==> src/rtl/des_key_sched.sv <==
// DES key-schedule engine: stores NUM_SLOTS keys in PC-1 form. On start it walks
// one slot's C/D halves with a rotate-and-PC-2 datapath and streams the 16 round
// subkeys, in encrypt order (K1..K16) or decrypt order (K16..K1).
//
// Handshake: key_out_valid is high for the whole RUN state. A subkey transfers on
// a rising edge where key_out_valid && key_out_ready_in. While valid is high and
// ready is low, key_out and key_out_idx hold. key_out_valid never depends
// combinationally on key_out_ready_in.
module des_key_sched #(
    parameter int NUM_SLOTS = 3,
    localparam int SLOT_W = (NUM_SLOTS > 1) ? $clog2(NUM_SLOTS) : 1
) (
    input  logic              clk_in,
    input  logic              rst_n_in,
    input  logic              key_wr_in,
    input  logic [SLOT_W-1:0] key_wr_slot_in,
    input  logic [63:0]       key_wr_data_in,
    input  logic              start_in,
    input  logic [SLOT_W-1:0] start_slot_in,
    input  logic              start_decrypt_in,
    output logic              busy_out,
    output logic              err_out,
    output logic [47:0]       key_out,
    output logic [3:0]        key_out_idx,
    output logic              key_out_valid,
    input  logic              key_out_ready_in,
    output logic              done_out
);

    typedef enum logic {
        IDLE = 1'b0,
        RUN  = 1'b1
    } state_t;

    localparam logic [SLOT_W:0] SLOT_LIMIT = (SLOT_W + 1)'(NUM_SLOTS);

    state_t      state_q, state_d;
    logic [55:0] slot_q [NUM_SLOTS];
    logic [55:0] cd_q;
    logic        dec_q;
    logic [3:0]  idx_q;
    logic [47:0] key_q;
    logic        done_q, err_q;

    logic        wr_slot_ok, start_slot_ok;
    logic        start_ok, start_err, wr_err;
    logic        xfer, last;
    logic [55:0] key_pc1;
    logic [55:0] sel_cd, cd_first, cd_step, cd_load;
    logic [47:0] key_d;
    logic        two_enc, two_dec;
    logic        unused_parity;

    // Rotation amount for a round: 1 for rounds 1, 2, 9, 16 (idx 0, 1, 8, 15), else 2.
    function automatic logic shift_two(input logic [3:0] r);
        return !(r == 4'd0 || r == 4'd1 || r == 4'd8 || r == 4'd15);
    endfunction

    function automatic logic [27:0] rotl(input logic [27:0] x, input logic two);
        return two ? {x[25:0], x[27:26]} : {x[26:0], x[27]};
    endfunction

    function automatic logic [27:0] rotr(input logic [27:0] x, input logic two);
        return two ? {x[1:0], x[27:2]} : {x[0], x[27:1]};
    endfunction

    // PC-1: FIPS bit n of the key is key_wr_data_in[64-n]. Parity bits are dropped.
    assign key_pc1 = {
        key_wr_data_in[7],  key_wr_data_in[15], key_wr_data_in[23], key_wr_data_in[31],
        key_wr_data_in[39], key_wr_data_in[47], key_wr_data_in[55],
        key_wr_data_in[63], key_wr_data_in[6],  key_wr_data_in[14], key_wr_data_in[22],
        key_wr_data_in[30], key_wr_data_in[38], key_wr_data_in[46],
        key_wr_data_in[54], key_wr_data_in[62], key_wr_data_in[5],  key_wr_data_in[13],
        key_wr_data_in[21], key_wr_data_in[29], key_wr_data_in[37],
        key_wr_data_in[45], key_wr_data_in[53], key_wr_data_in[61], key_wr_data_in[4],
        key_wr_data_in[12], key_wr_data_in[20], key_wr_data_in[28],
        key_wr_data_in[1],  key_wr_data_in[9],  key_wr_data_in[17], key_wr_data_in[25],
        key_wr_data_in[33], key_wr_data_in[41], key_wr_data_in[49],
        key_wr_data_in[57], key_wr_data_in[2],  key_wr_data_in[10], key_wr_data_in[18],
        key_wr_data_in[26], key_wr_data_in[34], key_wr_data_in[42],
        key_wr_data_in[50], key_wr_data_in[58], key_wr_data_in[3],  key_wr_data_in[11],
        key_wr_data_in[19], key_wr_data_in[27], key_wr_data_in[35],
        key_wr_data_in[43], key_wr_data_in[51], key_wr_data_in[59], key_wr_data_in[36],
        key_wr_data_in[44], key_wr_data_in[52], key_wr_data_in[60]
    };

    assign unused_parity = ^{key_wr_data_in[0],  key_wr_data_in[8],  key_wr_data_in[16],
                             key_wr_data_in[24], key_wr_data_in[32], key_wr_data_in[40],
                             key_wr_data_in[48], key_wr_data_in[56]};

    assign wr_slot_ok    = ({1'b0, key_wr_slot_in} < SLOT_LIMIT);
    assign start_slot_ok = ({1'b0, start_slot_in} < SLOT_LIMIT);
    assign wr_err        = key_wr_in && !wr_slot_ok;

    assign xfer = (state_q == RUN) && key_out_ready_in;
    assign last = dec_q ? (idx_q == 4'd0) : (idx_q == 4'd15);

    // Select the stored C/D of the requested start slot.
    always_comb begin
        sel_cd = '0;
        for (int i = 0; i < NUM_SLOTS; i++) begin
            if (start_slot_in == SLOT_W'(i)) sel_cd = slot_q[i];
        end
    end

    // Next C/D: first round on start, otherwise one step forward or backward.
    always_comb begin
        two_enc  = shift_two(idx_q + 4'd1);
        two_dec  = shift_two(idx_q);
        cd_first = start_decrypt_in ? sel_cd
                                    : {rotl(sel_cd[55:28], 1'b0), rotl(sel_cd[27:0], 1'b0)};
        cd_step  = dec_q ? {rotr(cd_q[55:28], two_dec), rotr(cd_q[27:0], two_dec)}
                         : {rotl(cd_q[55:28], two_enc), rotl(cd_q[27:0], two_enc)};
        cd_load  = start_ok ? cd_first : cd_step;
    end

    // PC-2 of the C/D value about to be loaded: cd bit n (FIPS) is cd_load[56-n].
    assign key_d = {
        cd_load[42], cd_load[39], cd_load[45], cd_load[32], cd_load[55], cd_load[51],
        cd_load[53], cd_load[28], cd_load[41], cd_load[50], cd_load[35], cd_load[46],
        cd_load[33], cd_load[37], cd_load[44], cd_load[52], cd_load[30], cd_load[48],
        cd_load[40], cd_load[49], cd_load[29], cd_load[36], cd_load[43], cd_load[54],
        cd_load[15], cd_load[4],  cd_load[25], cd_load[19], cd_load[9],  cd_load[1],
        cd_load[26], cd_load[16], cd_load[5],  cd_load[11], cd_load[23], cd_load[8],
        cd_load[12], cd_load[7],  cd_load[17], cd_load[0],  cd_load[22], cd_load[3],
        cd_load[10], cd_load[14], cd_load[6],  cd_load[20], cd_load[27], cd_load[24]
    };

    // FSM state register.
    always_ff @(posedge clk_in or negedge rst_n_in) begin
        if (!rst_n_in) state_q <= IDLE;
        else           state_q <= state_d;
    end

    // FSM next state and request classification.
    always_comb begin
        state_d   = state_q;
        start_ok  = 1'b0;
        start_err = 1'b0;
        case (state_q)
            IDLE: begin
                if (start_in) begin
                    if (start_slot_ok) begin
                        start_ok = 1'b1;
                        state_d  = RUN;
                    end else begin
                        start_err = 1'b1;
                    end
                end
            end
            RUN: begin
                start_err = start_in;
                if (xfer && last) state_d = IDLE;
            end
            default: state_d = IDLE;
        endcase
    end

    // Key storage; writes are independent of the running schedule.
    always_ff @(posedge clk_in or negedge rst_n_in) begin
        if (!rst_n_in) begin
            for (int i = 0; i < NUM_SLOTS; i++) slot_q[i] <= '0;
        end else if (key_wr_in && wr_slot_ok) begin
            for (int i = 0; i < NUM_SLOTS; i++) begin
                if (key_wr_slot_in == SLOT_W'(i)) slot_q[i] <= key_pc1;
            end
        end
    end

    // Schedule datapath: private C/D copy, round index and registered subkey.
    always_ff @(posedge clk_in or negedge rst_n_in) begin
        if (!rst_n_in) begin
            cd_q   <= '0;
            dec_q  <= 1'b0;
            idx_q  <= '0;
            key_q  <= '0;
            done_q <= 1'b0;
            err_q  <= 1'b0;
        end else begin
            done_q <= xfer && last;
            err_q  <= start_err || wr_err;
            if (start_ok) begin
                cd_q  <= cd_load;
                key_q <= key_d;
                dec_q <= start_decrypt_in;
                idx_q <= start_decrypt_in ? 4'd15 : 4'd0;
            end else if (xfer && !last) begin
                cd_q  <= cd_load;
                key_q <= key_d;
                idx_q <= dec_q ? idx_q - 4'd1 : idx_q + 4'd1;
            end
        end
    end

    assign busy_out      = (state_q == RUN);
    assign key_out_valid = (state_q == RUN);
    assign key_out       = key_q;
    assign key_out_idx   = idx_q;
    assign done_out      = done_q;
    assign err_out       = err_q;

endmodule

==> config.mk <==
export PLATFORM = sky130hd
export DESIGN_NAME = des_key_sched
export DESIGN_NICKNAME = d
export VERILOG_FILES = /design/src/rtl/des_key_sched.sv
export SDC_FILE = /design/constraint.sdc
export NUM_CORES = 1
export LEC_CHECK = 0
export BUFFER_PORTS_ARGS = -buffer_cell sky130_fd_sc_hd__buf_2
export CELL_PAD_IN_SITES_DETAIL_PLACEMENT = 1
export CELL_PAD_IN_SITES_GLOBAL_PLACEMENT = 1
export CORE_AREA = 10 10 204 206
export DETAILED_ROUTE_END_ITERATION = 6
export DIE_AREA = 0 0 214 216
export GPL_TIMING_DRIVEN = 0
export PLACE_DENSITY_LB_ADDON = 0.15
export SYNTH_ARGS = -nofsm -noshare
export SYNTH_HDL_FRONTEND = slang
export SYNTH_SLANG_ARGS = --single-unit
==> constraint.sdc <==
create_clock -name clk_in -period 2.36 [get_ports clk_in]
set_input_delay 0.118 -clock clk_in [delete_from_list [all_inputs] [get_ports clk_in]]
set_output_delay 0.118 -clock clk_in [all_outputs]
set_load 0.005 [all_outputs]
# Word level (Yosys, flattened, before mapping)
# Index checks and enable logic that the tools add are counted.
# Widths: inputs -> output; s select.
# totals
reg_bits	280
inputBits	74
elab_cells	74
# classes
add_sub_neg	2
magnitude_cmp	2
n_eq_ne	10
muxes	27
n_bitwise	1
reduce_logical	22
# ops
operator	count
$mux 56	8
$mux 28	4
$mux 48	2
$eq 4x4->1 const B	4
$mux 4	4
$eq 4x1->1 const B	2
$logic_not 4->1	2
$logic_or 1x1->1	7
$mux 1	7
$reduce_and 2->1	3
$logic_and 1x1->1	5
$add 4x1->4 const B	1
$eq 2x1->1 const B	2
$eq 2x2->1 const B	2
$logic_not 2->1	2
$lt 2x2->1 const B	2
$pmux 1 s2	2
$sub 4x1->4 const B	1
$logic_not 1->1	2
$reduce_bool 2->1	1
$not 1->1	1

# Depth between registers and ports, before layout
# depth
depth_word	10
ltp_mapped	9

# Worst setup path after synthesis
# OpenSTA, ideal clock, no wires.
# synth_timing
path_kind	register to register
from	register idx_q[0], in the netlist key_out_idx[0]
to	register cd_q[14]
setup_ps	126
arrival_time_ps	2148
required_ps	2234
setup_slack_ps	86
stages_incl_launch_ff	10
n_path_buf	2
synth_period_minus_slack_ps	2274
path_cell_list	dfrtp_1 inv_1 ha_1 a21o_1 a21oi_1 nand2_1 buf_2 buf_1 a211o_1 a221o_1
# synth_between
elab_chain_len	10
word_cells_on_any_way	25
cone_classes	1 x add/sub; 6 x eq/ne; 7 x mux; 11 x reduce/logical
# synth_lines
element	line_no	text
start: declaration	41	logic [3:0] idx_q;
start signal: assignment	186	idx_q <= start_decrypt_in ? 4'd15 : 4'd0;
start signal: assignment	190	idx_q <= dec_q ? idx_q - 4'd1 : idx_q + 4'd1;
$add 4x1->4	108	two_enc = shift_two(idx_q + 4'd1);
$eq 4x1->1 or $logic_not 4->1 (tied branches)	56	return !(r == 4'd0 || r == 4'd1 || r == 4'd8 || r == 4'd15);
$logic_or 1x1->1 (3 in a row)	56	
$mux 28	60	return two ? {x[25:0], x[27:26]} : {x[26:0], x[27]};
$mux 56	112	cd_step = dec_q ? {rotr(cd_q[55:28], two_dec), rotr(cd_q[27:0], two_dec)}
$mux 56	114	cd_load = start_ok ? cd_first : cd_step;
$mux 56	187	end else if (xfer && !last) begin
$mux 56	182	if (start_ok) begin
end signal: assignment	183	cd_q <= cd_load;
end signal: assignment	188	cd_q <= cd_load;
end: declaration	39	logic [55:0] cd_q;
# Several ways; a longest one is shown, not always the timed one. The select of a mux whose other input is x is not followed.
# A chain may end at the register's enable or synchronous reset.

# Final worst setup path
# layout_timing
from	register idx_q[0], in the netlist key_out_idx[0]
to	register cd_q[38]
# The elaborated chain is that of the path after synthesis.

==> metrics <==
crit path launch type=flop; I/O pin count=130; Die W=214 um; worst-margin pin slew=929 ps; kind of critical path=flop to flop; Detailed Route Iter0 Violations=658; die area=46,200 um^2; Relative slew margins=38.1%; Nets=1,542; worst hold-check path type=primary input to async pin; port bufs=119; # diodes=0; Data required, critical path=2780 ps; ys flop type=dfrtp_1; DR WL/cell=21.6 um; total power=19.5 mW; Max-cap violations=0; Worst Skew=13.7 ps; total core area=37,400 um^2; status=finished, final reports clean; post-layout minimum cycle time=2330 ps; placed inst area=14,300 um^2; leakage power=7.26 nW; fmax=429 MHz; Post-synth EDFFs=0; largest net degree at the start of global routing=87; CTS max path bufs=3; Initial Utilization=34.8%; initial antenna violation count=0; Final period util=98.8%; ratio of cells with drive above 1 in the final layout=31.1%; final hold viol count=0; Post-Syn Area per Cell=10.5 um^2; FP Rows=71; CTS clk-pin slew, worst paths=60 ps; crit path max fanout=10; Filler Cells Inserted=4,134; drt first pass iters=5; pre-CTS setup slack=-436 ps; Congestion Overflow GR=0; vias in the first global route=11,500; # setup viols final=0; post-route ant nets=0; CP arrival=2750 ps; Post-Route WL=43,000 um; TNS Setup=0 ps; Synth Net Count=1,321; Ys Warns=0; Distinct cells, synth=38; Clock Latency Late Sink=540 ps; synthesized instance count=1,242; post-route insts no fill=1,994; sequential area share after synthesis=44.6%; routed vias/inst=5.45; Area Overhead vs Synth=24.9%; first-pass GRT wire length=67,800 um; Worst VDD drop=0.626 mV; GPL Wtd Cong=0.803; GRT Total Usage=17.9%; TritonCTS clock tree=done; CTS buffer count=27; DR vias=10,900; H-tree depth=1; Num Clock Sinks=232; fraction of registers with async set/reset=100%; post-route setup slack=27.7 ps; CP endpoint kind=flop; PD cells=1200 nW/um^2; post-detail-place hpwl=30,000 um; Die H=216 um; Max Slew Vio Count=0; #FFs+latches synth=232; design area=16,300 um^2; Placed Cells=1,874; Mapped Area=13,000 um^2; detailed-route DRC error count=0; root buffer cell=clkbuf_16
critical path, cell delays in order (launching register included):
cell	delay, ps
dfrtp_2	470
inv_4	70
ha_4	170
nor4bb_4	160
a311o_1	340
buf_6	180
and2_4	180
buf_12	140
buf_6	140
a221o_1	350
per-layer routing:
metal	part of all wire, %	wire [um]	up-vias	global-route usage [%]
li1	-	-	5066	-
met1	48	20600	5564	24.5
met2	47	20200	202	29.5
met3	3.7	1580	39	2.31
met4	1.5	638	0	3.67
met5	0	0	-	0
registers in the layout, summed over array words and instances, names as in the netlist:
name	count
slot_q	168
busy_out	1
key_out	1
key_out_idx	4
err_out	1
done_out	1
dec_q	1
cd_q	55
placed cells by master, fill, tap and decap left out, drive strengths merged, types with 5 or more instances in the layout:
| cell type | count |
|---|---|
| a211o | 56 |
| a21oi | 61 |
| a211oi | 112 |
| and3 | 56 |
| buf | 220 |
| mux2 | 168 |
| ha | 5 |
| a31oi | 58 |
| a221o | 56 |
| clkbuf | 117 |
| dfrtp | 232 |
| bufinv | 7 |
| clkinv | 6 |
| mux2i | 58 |
| nor2 | 61 |
| dlygate4sd3 | 60 |
| nand2 | 119 |
Yosys cell counts (2+ instances only):
master / number / area (um^2)
ha_1: 5 / 62.6
mux2i_1: 58 / 581
buf_6: 4 / 45.0
nor2b_1: 2 / 12.5
a21oi_1: 61 / 305
inv_1: 4 / 15.0
xnor2_1: 2 / 17.5
a31oi_1: 58 / 363
nand2_1: 119 / 447
nand2b_1: 2 / 12.5
mux2_2: 168 / 1890
a221o_1: 56 / 561
buf_1: 17 / 63.8
a211o_1: 56 / 490
clkbuf_1: 87 / 327
a211oi_1: 112 / 841
buf_4: 50 / 375
nor2_1: 61 / 229
dfrtp_1: 232 / 5810
buf_2: 11 / 55.1
nand3b_1: 2 / 15.0
o21ai_0: 3 / 15.0
nor4b_1: 2 / 17.5
and3_1: 56 / 350
final cells by class:
cell class	instances	area (um^2)	area share, %
repair buffers	192	1360	8.34
well taps	511	639	3.93
flip-flops and latches	232	5810	35.7
inverters	4	17.5	0.108
clock inverters	13	248	1.52
plain buffers	169	993	6.11
clock buffers	36	779	4.80
multi-input cells	837	6410	39.5
timing repair:
item,CTS,global route
gates resized for setup,38,75
pin swaps,0,10
hold buffers,60,0
buffers inserted,6,4
cloned,0,1
endpoints found under the setup margin,60,57
hold endpoints to repair,242,0
report_power, final:
part	switching, mW	internal, mW
Combinational	4.23	4.13
Sequential	1.27	5.06
Clock	1.75	3.07
final timing paths:
kind                                  end  cells after the start  slack (ps)             start
setup / recovery                 cd_q[38]                      9          30    key_out_idx[0]
hold / removal                 slot_q[74]                      2         110          rst_n_in
setup reg to reg                 cd_q[38]                      9          30    key_out_idx[0]
hold reg to reg               slot_q[153]                      1         500       slot_q[153]
max in group asynchronous  key_out_idx[1]                      4         970          rst_n_in
min in group clk_in                 dec_q                      5         230  start_slot_in[1]
logic make-up (layout without fill, tap and decap cells):
logic type / count (synthesis) / in the layout / share of synthesized area, %
AO/OA/AOI/OAI: 354 / 354 / 20.3
flip-flops: 232 / 232 / 44.6
adder cells (fa/ha/maj): 5 / 5 / 0.481
buffers and inverters: 173 / 414 / 6.77
AND/OR/NAND/NOR: 250 / 250 / 8.68
XOR/XNOR: 2 / 2 / 0.135
multiplexers: 226 / 226 / 19.0
per-stage QoR:
step	utilization [%]	hold slack [ps]
finish	43.5	114
global placement	38.1	382
floorplan	-	-178
CTS	43.0	131
global route	43.5	169
detailed placement	38.3	120
Power figures use the tool's default switching activity.
